===== src/rtl/hilo_md_ctrl.sv =====
// hilo_md_ctrl: iterative multiply/divide unit that feeds the HI/LO registers.
//
// One shift-add (multiply) or restoring shift-subtract (divide) step per CALC
// cycle. The unit always spends 32 CALC cycles, so a result is written
// exactly 33 cycles after the start request is accepted. Signed operations
// work on magnitudes. The sign is fixed up on the final step, so the result
// registers are loaded with the finished value as the FSM enters DONE.
//
// Optional feature: define HILO_MD_DIV_EN to build the divide datapath.
// Without it, DIV/DIVU go straight from IDLE to DONE and write nothing.
//
// Ports:
//   clk          clock; all state changes on the rising edge
//   rst          synchronous active-high reset
//   start_i      request to begin an operation (honoured only in IDLE)
//   op_i[1:0]    00 MULT, 01 MULTU, 10 DIV, 11 DIVU
//   opA_i[31:0]  multiplicand / dividend
//   opB_i[31:0]  multiplier / divisor
//   cancel_i     pipeline flush; aborts an operation in CALC
//   stall_o      pipeline hold request
//   busy_o       high while in CALC
//   wrn_HILO_o   one-cycle HI/LO write enable (DONE only)
//   wrData_HI_o  product high word / remainder
//   wrData_LO_o  product low word / quotient
//   divZero_o    one-cycle pulse on divide by zero

module hilo_md_ctrl (
    input  logic        clk,
    input  logic        rst,
    input  logic        start_i,
    input  logic [1:0]  op_i,
    input  logic [31:0] opA_i,
    input  logic [31:0] opB_i,
    input  logic        cancel_i,
    output logic        stall_o,
    output logic        busy_o,
    output logic        wrn_HILO_o,
    output logic [31:0] wrData_HI_o,
    output logic [31:0] wrData_LO_o,
    output logic        divZero_o
);

    typedef enum logic [1:0] {IDLE, CALC, DONE} state_t;

    state_t      state, state_nx;
    logic [5:0]  cnt;
    logic        neg_q;     // result (product / quotient) must be negated
    logic        skip_q;    // operation entered DONE without computing
    logic        dz_q;      // skipped because of a zero divisor
    logic [31:0] mag_d;     // operand added/subtracted each step
    logic [31:0] acc_hi;    // partial product high / partial remainder
    logic [31:0] acc_lo;    // multiplier bits / dividend-quotient bits
    logic [31:0] wr_hi, wr_lo;
`ifdef HILO_MD_DIV_EN
    logic        is_div_q;
    logic        rem_neg_q; // remainder takes the dividend's sign
`endif

    // Start-request decode
    logic        accept, signed_op, a_neg, b_neg, skip_now, dz_now;
    logic [31:0] mag_a, mag_b;

    always_comb begin
        accept    = start_i & ~cancel_i;
        signed_op = ~op_i[0];
        a_neg     = signed_op & opA_i[31];
        b_neg     = signed_op & opB_i[31];
        mag_a     = a_neg ? (~opA_i + 32'd1) : opA_i;
        mag_b     = b_neg ? (~opB_i + 32'd1) : opB_i;
`ifdef HILO_MD_DIV_EN
        dz_now    = op_i[1] & (opB_i == '0);
        skip_now  = dz_now;
`else
        dz_now    = 1'b0;
        skip_now  = op_i[1];
`endif
    end

    // One iteration step, plus the sign-corrected result of that step
    logic [32:0] sum;
    logic [31:0] step_hi, step_lo;
    logic [63:0] prod_fix;
    logic [31:0] fin_hi, fin_lo;
`ifdef HILO_MD_DIV_EN
    logic [32:0] rem_sh, diff;
`endif

    always_comb begin
        // Multiply: add multiplicand when the low multiplier bit is set,
        // then shift the 65-bit {carry, hi, lo} right by one.
        sum     = {1'b0, acc_hi} + (acc_lo[0] ? {1'b0, mag_d} : 33'd0);
        step_hi = sum[32:1];
        step_lo = {sum[0], acc_lo[31:1]};
`ifdef HILO_MD_DIV_EN
        // Restoring divide: shift {rem, quo} left, trial-subtract divisor.
        // diff[32] set means the trial went negative (keep old remainder).
        rem_sh = {acc_hi, acc_lo[31]};
        diff   = rem_sh - {1'b0, mag_d};
        if (is_div_q) begin
            if (!diff[32]) begin
                step_hi = diff[31:0];
                step_lo = {acc_lo[30:0], 1'b1};
            end else begin
                step_hi = rem_sh[31:0];
                step_lo = {acc_lo[30:0], 1'b0};
            end
        end
`endif
        prod_fix = neg_q ? (~{step_hi, step_lo} + 64'd1) : {step_hi, step_lo};
        fin_hi   = prod_fix[63:32];
        fin_lo   = prod_fix[31:0];
`ifdef HILO_MD_DIV_EN
        if (is_div_q) begin
            fin_lo = neg_q     ? (~step_lo + 32'd1) : step_lo;
            fin_hi = rem_neg_q ? (~step_hi + 32'd1) : step_hi;
        end
`endif
    end

    // FSM state register
    always_ff @(posedge clk) begin
        if (rst) state <= IDLE;
        else     state <= state_nx;
    end

    // FSM next state and control outputs
    always_comb begin
        state_nx   = state;
        stall_o    = 1'b0;
        busy_o     = 1'b0;
        wrn_HILO_o = 1'b0;
        divZero_o  = 1'b0;
        case (state)
            IDLE: begin
                if (accept) begin
                    stall_o  = 1'b1;
                    state_nx = skip_now ? DONE : CALC;
                end
            end
            CALC: begin
                busy_o  = 1'b1;
                stall_o = 1'b1;
                if (cancel_i)          state_nx = IDLE;
                else if (cnt == 6'd31) state_nx = DONE;
            end
            DONE: begin
                state_nx   = IDLE;
                wrn_HILO_o = ~skip_q;
                divZero_o  = dz_q;
            end
            default: state_nx = IDLE;
        endcase
        // Control outputs stay quiet for the whole reset cycle
        if (rst) begin
            stall_o    = 1'b0;
            busy_o     = 1'b0;
            wrn_HILO_o = 1'b0;
            divZero_o  = 1'b0;
        end
    end

    // Datapath registers
    always_ff @(posedge clk) begin
        if (rst) begin
            cnt       <= '0;
            neg_q     <= 1'b0;
            skip_q    <= 1'b0;
            dz_q      <= 1'b0;
            mag_d     <= '0;
            acc_hi    <= '0;
            acc_lo    <= '0;
            wr_hi     <= '0;
            wr_lo     <= '0;
`ifdef HILO_MD_DIV_EN
            is_div_q  <= 1'b0;
            rem_neg_q <= 1'b0;
`endif
        end else begin
            case (state)
                IDLE: begin
                    if (accept) begin
                        cnt    <= '0;
                        neg_q  <= a_neg ^ b_neg;
                        skip_q <= skip_now;
                        dz_q   <= dz_now;
                        acc_hi <= '0;
`ifdef HILO_MD_DIV_EN
                        is_div_q  <= op_i[1];
                        rem_neg_q <= a_neg;
`endif
                        if (op_i[1]) begin
                            acc_lo <= mag_a;
                            mag_d  <= mag_b;
                        end else begin
                            acc_lo <= mag_b;
                            mag_d  <= mag_a;
                        end
                    end
                end
                CALC: begin
                    if (!cancel_i) begin
                        acc_hi <= step_hi;
                        acc_lo <= step_lo;
                        cnt    <= cnt + 6'd1;
                        if (cnt == 6'd31) begin
                            wr_hi <= fin_hi;
                            wr_lo <= fin_lo;
                        end
                    end
                end
                default: ;
            endcase
        end
    end

    assign wrData_HI_o = wr_hi;
    assign wrData_LO_o = wr_lo;

endmodule

===== config.mk =====
export PLATFORM = sky130hd
export DESIGN_NAME = hilo_md_ctrl
export DESIGN_NICKNAME = d
export VERILOG_FILES = /design/src/rtl/hilo_md_ctrl.sv
export SDC_FILE = /design/constraint.sdc
export NUM_CORES = 1
export LEC_CHECK = 0
export BUFFER_PORTS_ARGS = -buffer_cell sky130_fd_sc_hd__clkbuf_2
export CAP_MARGIN = 5
export CORE_ASPECT_RATIO = 1.5
export CORE_MARGIN = 8
export CORE_UTILIZATION = 34
export CTS_CLUSTER_DIAMETER = 30
export DETAILED_ROUTE_END_ITERATION = 10
export PLACE_DENSITY_LB_ADDON = 0.12
export SETUP_SLACK_MARGIN = 0.4
export SYNTH_ARGS = -nofsm -noshare
export SYNTH_HDL_FRONTEND = slang
export SYNTH_SLANG_ARGS = --single-unit
export TNS_END_PERCENT = 10

===== constraint.sdc =====
create_clock -name clk -period 10.72 [get_ports clk]
set_input_delay 2.144 -clock clk [delete_from_list [all_inputs] [get_ports clk]]
set_output_delay 2.144 -clock clk [all_outputs]
set_load 0.005 [all_outputs]

Word level (Yosys, flattened, before mapping)
Index checks and enable logic that the tools add are counted.

storage, ports and cells
  register bits = 170
  output and inout port bits = 68
  word-level logic and storage cells = 63

cells by class
  mux-type cells = 27
  eq/ne operators = 6
  bitwise gates (word level) = 10
  reduce and logical (&&, ||, !) cells = 6
  $add $sub $neg = 5

operators by type and width
  kind                                           number
  two-way mux 32 bit                             9
  case mux 32 bit (2 select lines)               2
  adder 32 x 1 -> 32 bit, second input constant  2
  adder 64 x 1 -> 64 bit, second input constant  1
  two-way mux 64 bit                             1
  inverter 32 bit                                2
  inverter 64 bit                                1
  adder 32 x 32 -> 33 bit                        1
  two-way mux 6 bit                              2
  case mux 6 bit (2 select lines)                1
  two-way mux 2 bit                              4
  adder 6 x 1 -> 6 bit, second input constant    1
  == test 6 x 5 -> 1 bit, second input constant  1
  two-way mux 1 bit                              6
  AND reduction 3 bit                            2
  != test 2 bit, second input constant           2
  case mux 2 bit (2 select lines)                1
  AND reduction 2 bit                            2
  AND 1 bit                                      3
  != test 3 bit, second input constant           1
  inverter 1 bit                                 3
  == test 2 x 1 -> 1 bit, second input constant  1
  == test 2 bit, second input constant           1
  logical NOT 2 bit                              1
  3 further kinds                                3

Depth between registers and ports, before layout
  word-level depth = 6
  mapped depth = 15
  depth with buffers taken out = 13

Least setup slack after synthesis
OpenSTA, ideal clock, no wires.

  kind = in2out
  from = input port rst
  to = output port busy_o
  arrival time = 2,998 ps
  stages = 4
  buffers on the path = 3
  setup slack = 5,578 ps
  path through = clkbuf_1 clkbuf_1 clkbuf_1 nor2_1

on the way
  longest elaborated chain between the ends = 1

RTL lines
  what               RTL line  source
  from (decl)        29        input logic rst,
  two-way mux 1 bit  154       if (rst) begin
  to (decl)          36        output logic busy_o,

No other way between the ends.

Worst setup path after layout
Same ends and word-level chain as after synthesis.

==> run metrics <==
CP Launch Type=input pin; placed insts=between 1,500 and 2,000; Max Buffers Root-to-Sink=2; Tot GR Track Use=20.4%; leakage power=roughly 5.0 nW; post-synthesis xor/xnor area fraction=10.5%; ranking of synthesized cells by area=dfxtp_1, xor2_1, nor2_1; compound-gate portion of the synthesized area=26.0%; hold_buf cts=0; cts repair resizes=0; number of global-route vias before repair=10,600; mux cell area share after synthesis=about 2.6%; DR pass1 iterations=6; fillers=roughly 3,400; Min-Delay Path Class=register to register; CP max stage cell=buf_4; sequential fraction of the synthesis area=a little under a third; PortBufs=between 100 and 150; Root Driver=clkbuf_16; area delta synth->final=13.6%; minimum hold slack=between 0.4 and 0.5 ns; CTS tree=built; leading area contributor after synthesis=dfxtp_1; TritonCTS Buffers=17; Vias=~11,000; number of enable flip-flop cells after synthesis=0; Req. time, crit path=8.58 ns; multi-input logic area=around 0.0074 sq mm; Clk pin slew, worst setup/hold paths=approximately 0.060 ns; Starting Density=roughly a third; outcome=completed; GPL Wtd Cong=between 0.9 and 1; Post-CTS Setup Bufs=0; asr flop ratio synth=0%; drt drc=0; post-synth cell types=76; synthesized cell area=~0.011 sq mm; core area=roughly 0.033 sq mm; relative slew slack=roughly a quarter; Pwr per Cell Area=121 mW/mm^2; period utilization=52.5%; Synth Net Count=around 1,600; Starting DRT DRC Count=about 800; ys flop type=dfxtp_1; RSZ-0062 raised after global routing=no; Max Cap Violations=0; final setup vio count=0; Die ar.=between 0.03 and 0.04 sq mm; Place WS=between 5 and 6 ns; setup TNS=0 ns; utilization after layout=39.1%; Critical Path Sink Type=output pin; Post-DP HPWL=30,800 um; Die Ht=between 200 and 250 um; Tmin final=~5.6 ns; crit-path cells=buf_4 > buf_4 > nor2_1 > clkbuf_2; first-pass GRT wire length=just over 60,000 um; Post-Layout Cell Count=about 1,900; routed wire length=about 40,000 um; FP Rows=just over 80; Post-Synth Adder-Cell Area=4.18%; worst path arrival time=about 3.5 ns; max-slew violation count=0; largest family of logic cells by synthesized area=compound AO/OA/AOI/OAI gates; critical path's largest stage delay=~0.64 ns; Fmax=around 180 MHz; clock sinks=170; grt total ovfl=0; Via density=around 5.6; maximum vdd drop=roughly 0.10 mV; fin nets=1,618; Final Skew=0.0108 ns; most frequent cells in the layout=nor2_1, dfxtp_1, clkbuf_2; Fin. Hold Viols=0; worst-path fanout max=63; Seq. cell area=0.00340 sq mm; Yosys top cell area share=between 30% and 40%; Synth Register Bits=between 150 and 200; YS warnings=0; CP most frequent cell=buf_4; Final ANT Viol Nets=0; H-tree Lvls=4; Setup Crit Path Kind=input pin to output pin; wire per inst=around 21 um; Syn Inst Count=between 1,000 and 1,500; Die W=164 um; initial antenna violation count=0; simple-gate share of the synthesized area=about 22%; # IOs=138; largest net degree at the start of global routing=about 90; worst-margin pin slew=between 1 and 1.5 ns; setup ws final=a little over 5 ns; commonest non-fill, non-tap cell in the layout=nor2_1; layout cell share with drive strength beyond 1=between 10% and 20%; Avg Cell Area, Syn=approximately 7.8 sq um; clk_lat worst skew=0.45 ns
[final cells by class]
type                            instances  share of cell area, %
Antenna cell                            1                 0.0196
Clock buffer                           23                   3.74
Clock inverter                          9                  0.882
Inverter                               17                  0.500
Multi-Input combinational cell       1157                   58.1
Sequential cell                       170                   26.7
Tap cell                              415                   4.07
Timing Repair Buffer                  148                   6.05
[worst max-delay path, delay by kind of cell]
family,cells,cell delay (ns)
AND/OR/NAND/NOR,1,0.14
buffers and inverters,3,1.12
[where the power goes]
group	internal, mW	leakage, nW	total, mW	switching (mW)
clock network	0.363	0.288	0.639	0.276
logic	0.0841	3.30	0.226	0.142
registers	0.648	1.38	0.676	0.0283
total	1.09	4.96	1.54	0.446
[per-layer routing]
metal,part of all wire (%),track usage [%],up-vias
li1,-,-,5443
met1,40,22.9,5149
met2,51,36.8,298
met3,3.5,2.57,67
met4,5.1,11.0,0
met5,0,0,-
[cell families after synthesis]
family / Yosys count
DFF: 170
AOI/OAI and AO/OA: 427
other: 1
muxes: 28
and+or+nand+nor: 529
adders and majority gates: 37
xor gates and xnor gates: 135
buffers and inverters: 118
[flip-flops by register name (all words and copies together) (netlist names)]
name and cells:
state 2, acc_hi 32, cnt 6, neg_q 1, mag_d 32, acc_lo 32, skip_q 1, wrData_HI_o 32
wrData_LO_o 32
[Yosys cell counts, types with 3 or more instances]
cell type and count:
nor2_1 207, dfxtp_1 170, nand2_1 120, a21oi_1 115, clkbuf_1 92, xor2_1 90
o21ai_0 64, a211oi_1 53, xnor2_1 45, and2_1 41, a22oi_1 38, nor3_1 37
ha_1 36, a222oi_1 33, o31ai_1 22, or3_1 19, mux2i_1 18, inv_1 17
nand3_1 15, nand4_1 15, o41ai_1 15, a31oi_1 14, and3_1 13, nor2b_1 12
o221a_2 11, mux2_2 10, or4_1 10, nor4_1 9, nand2b_1 8, o211ai_1 8
o21a_1 8, a21o_1 6, a221oi_1 6, o21ai_1 6, or2_2 6, o22ai_1 5
buf_1 4, buf_2 3, or4_4 3
[path summary, 6_finish.rpt]
check                                  endpoint  slack, ns  depth (start not counted)       startpoint
worst min-delay path            wrData_LO_o[22]       0.45                          2  wrData_LO_o[22]
worst max register to register  wrData_HI_o[19]       5.71                         12        acc_lo[0]
worst max-delay path                     busy_o       5.09                          4              rst
worst min register to register  wrData_LO_o[22]       0.45                          2  wrData_LO_o[22]
[metrics by stage]
step / power [mW] / instance area, sq um
after CTS: 1.56 / 12800
after detailed placement: 0.917 / 12200
after floorplan: 0.831 / 11200
after global placement: 0.916 / 12200
after global routing: 1.60 / 12800
final: 1.54 / 12800
No activity file was read; power rests on OpenSTA's default activity.
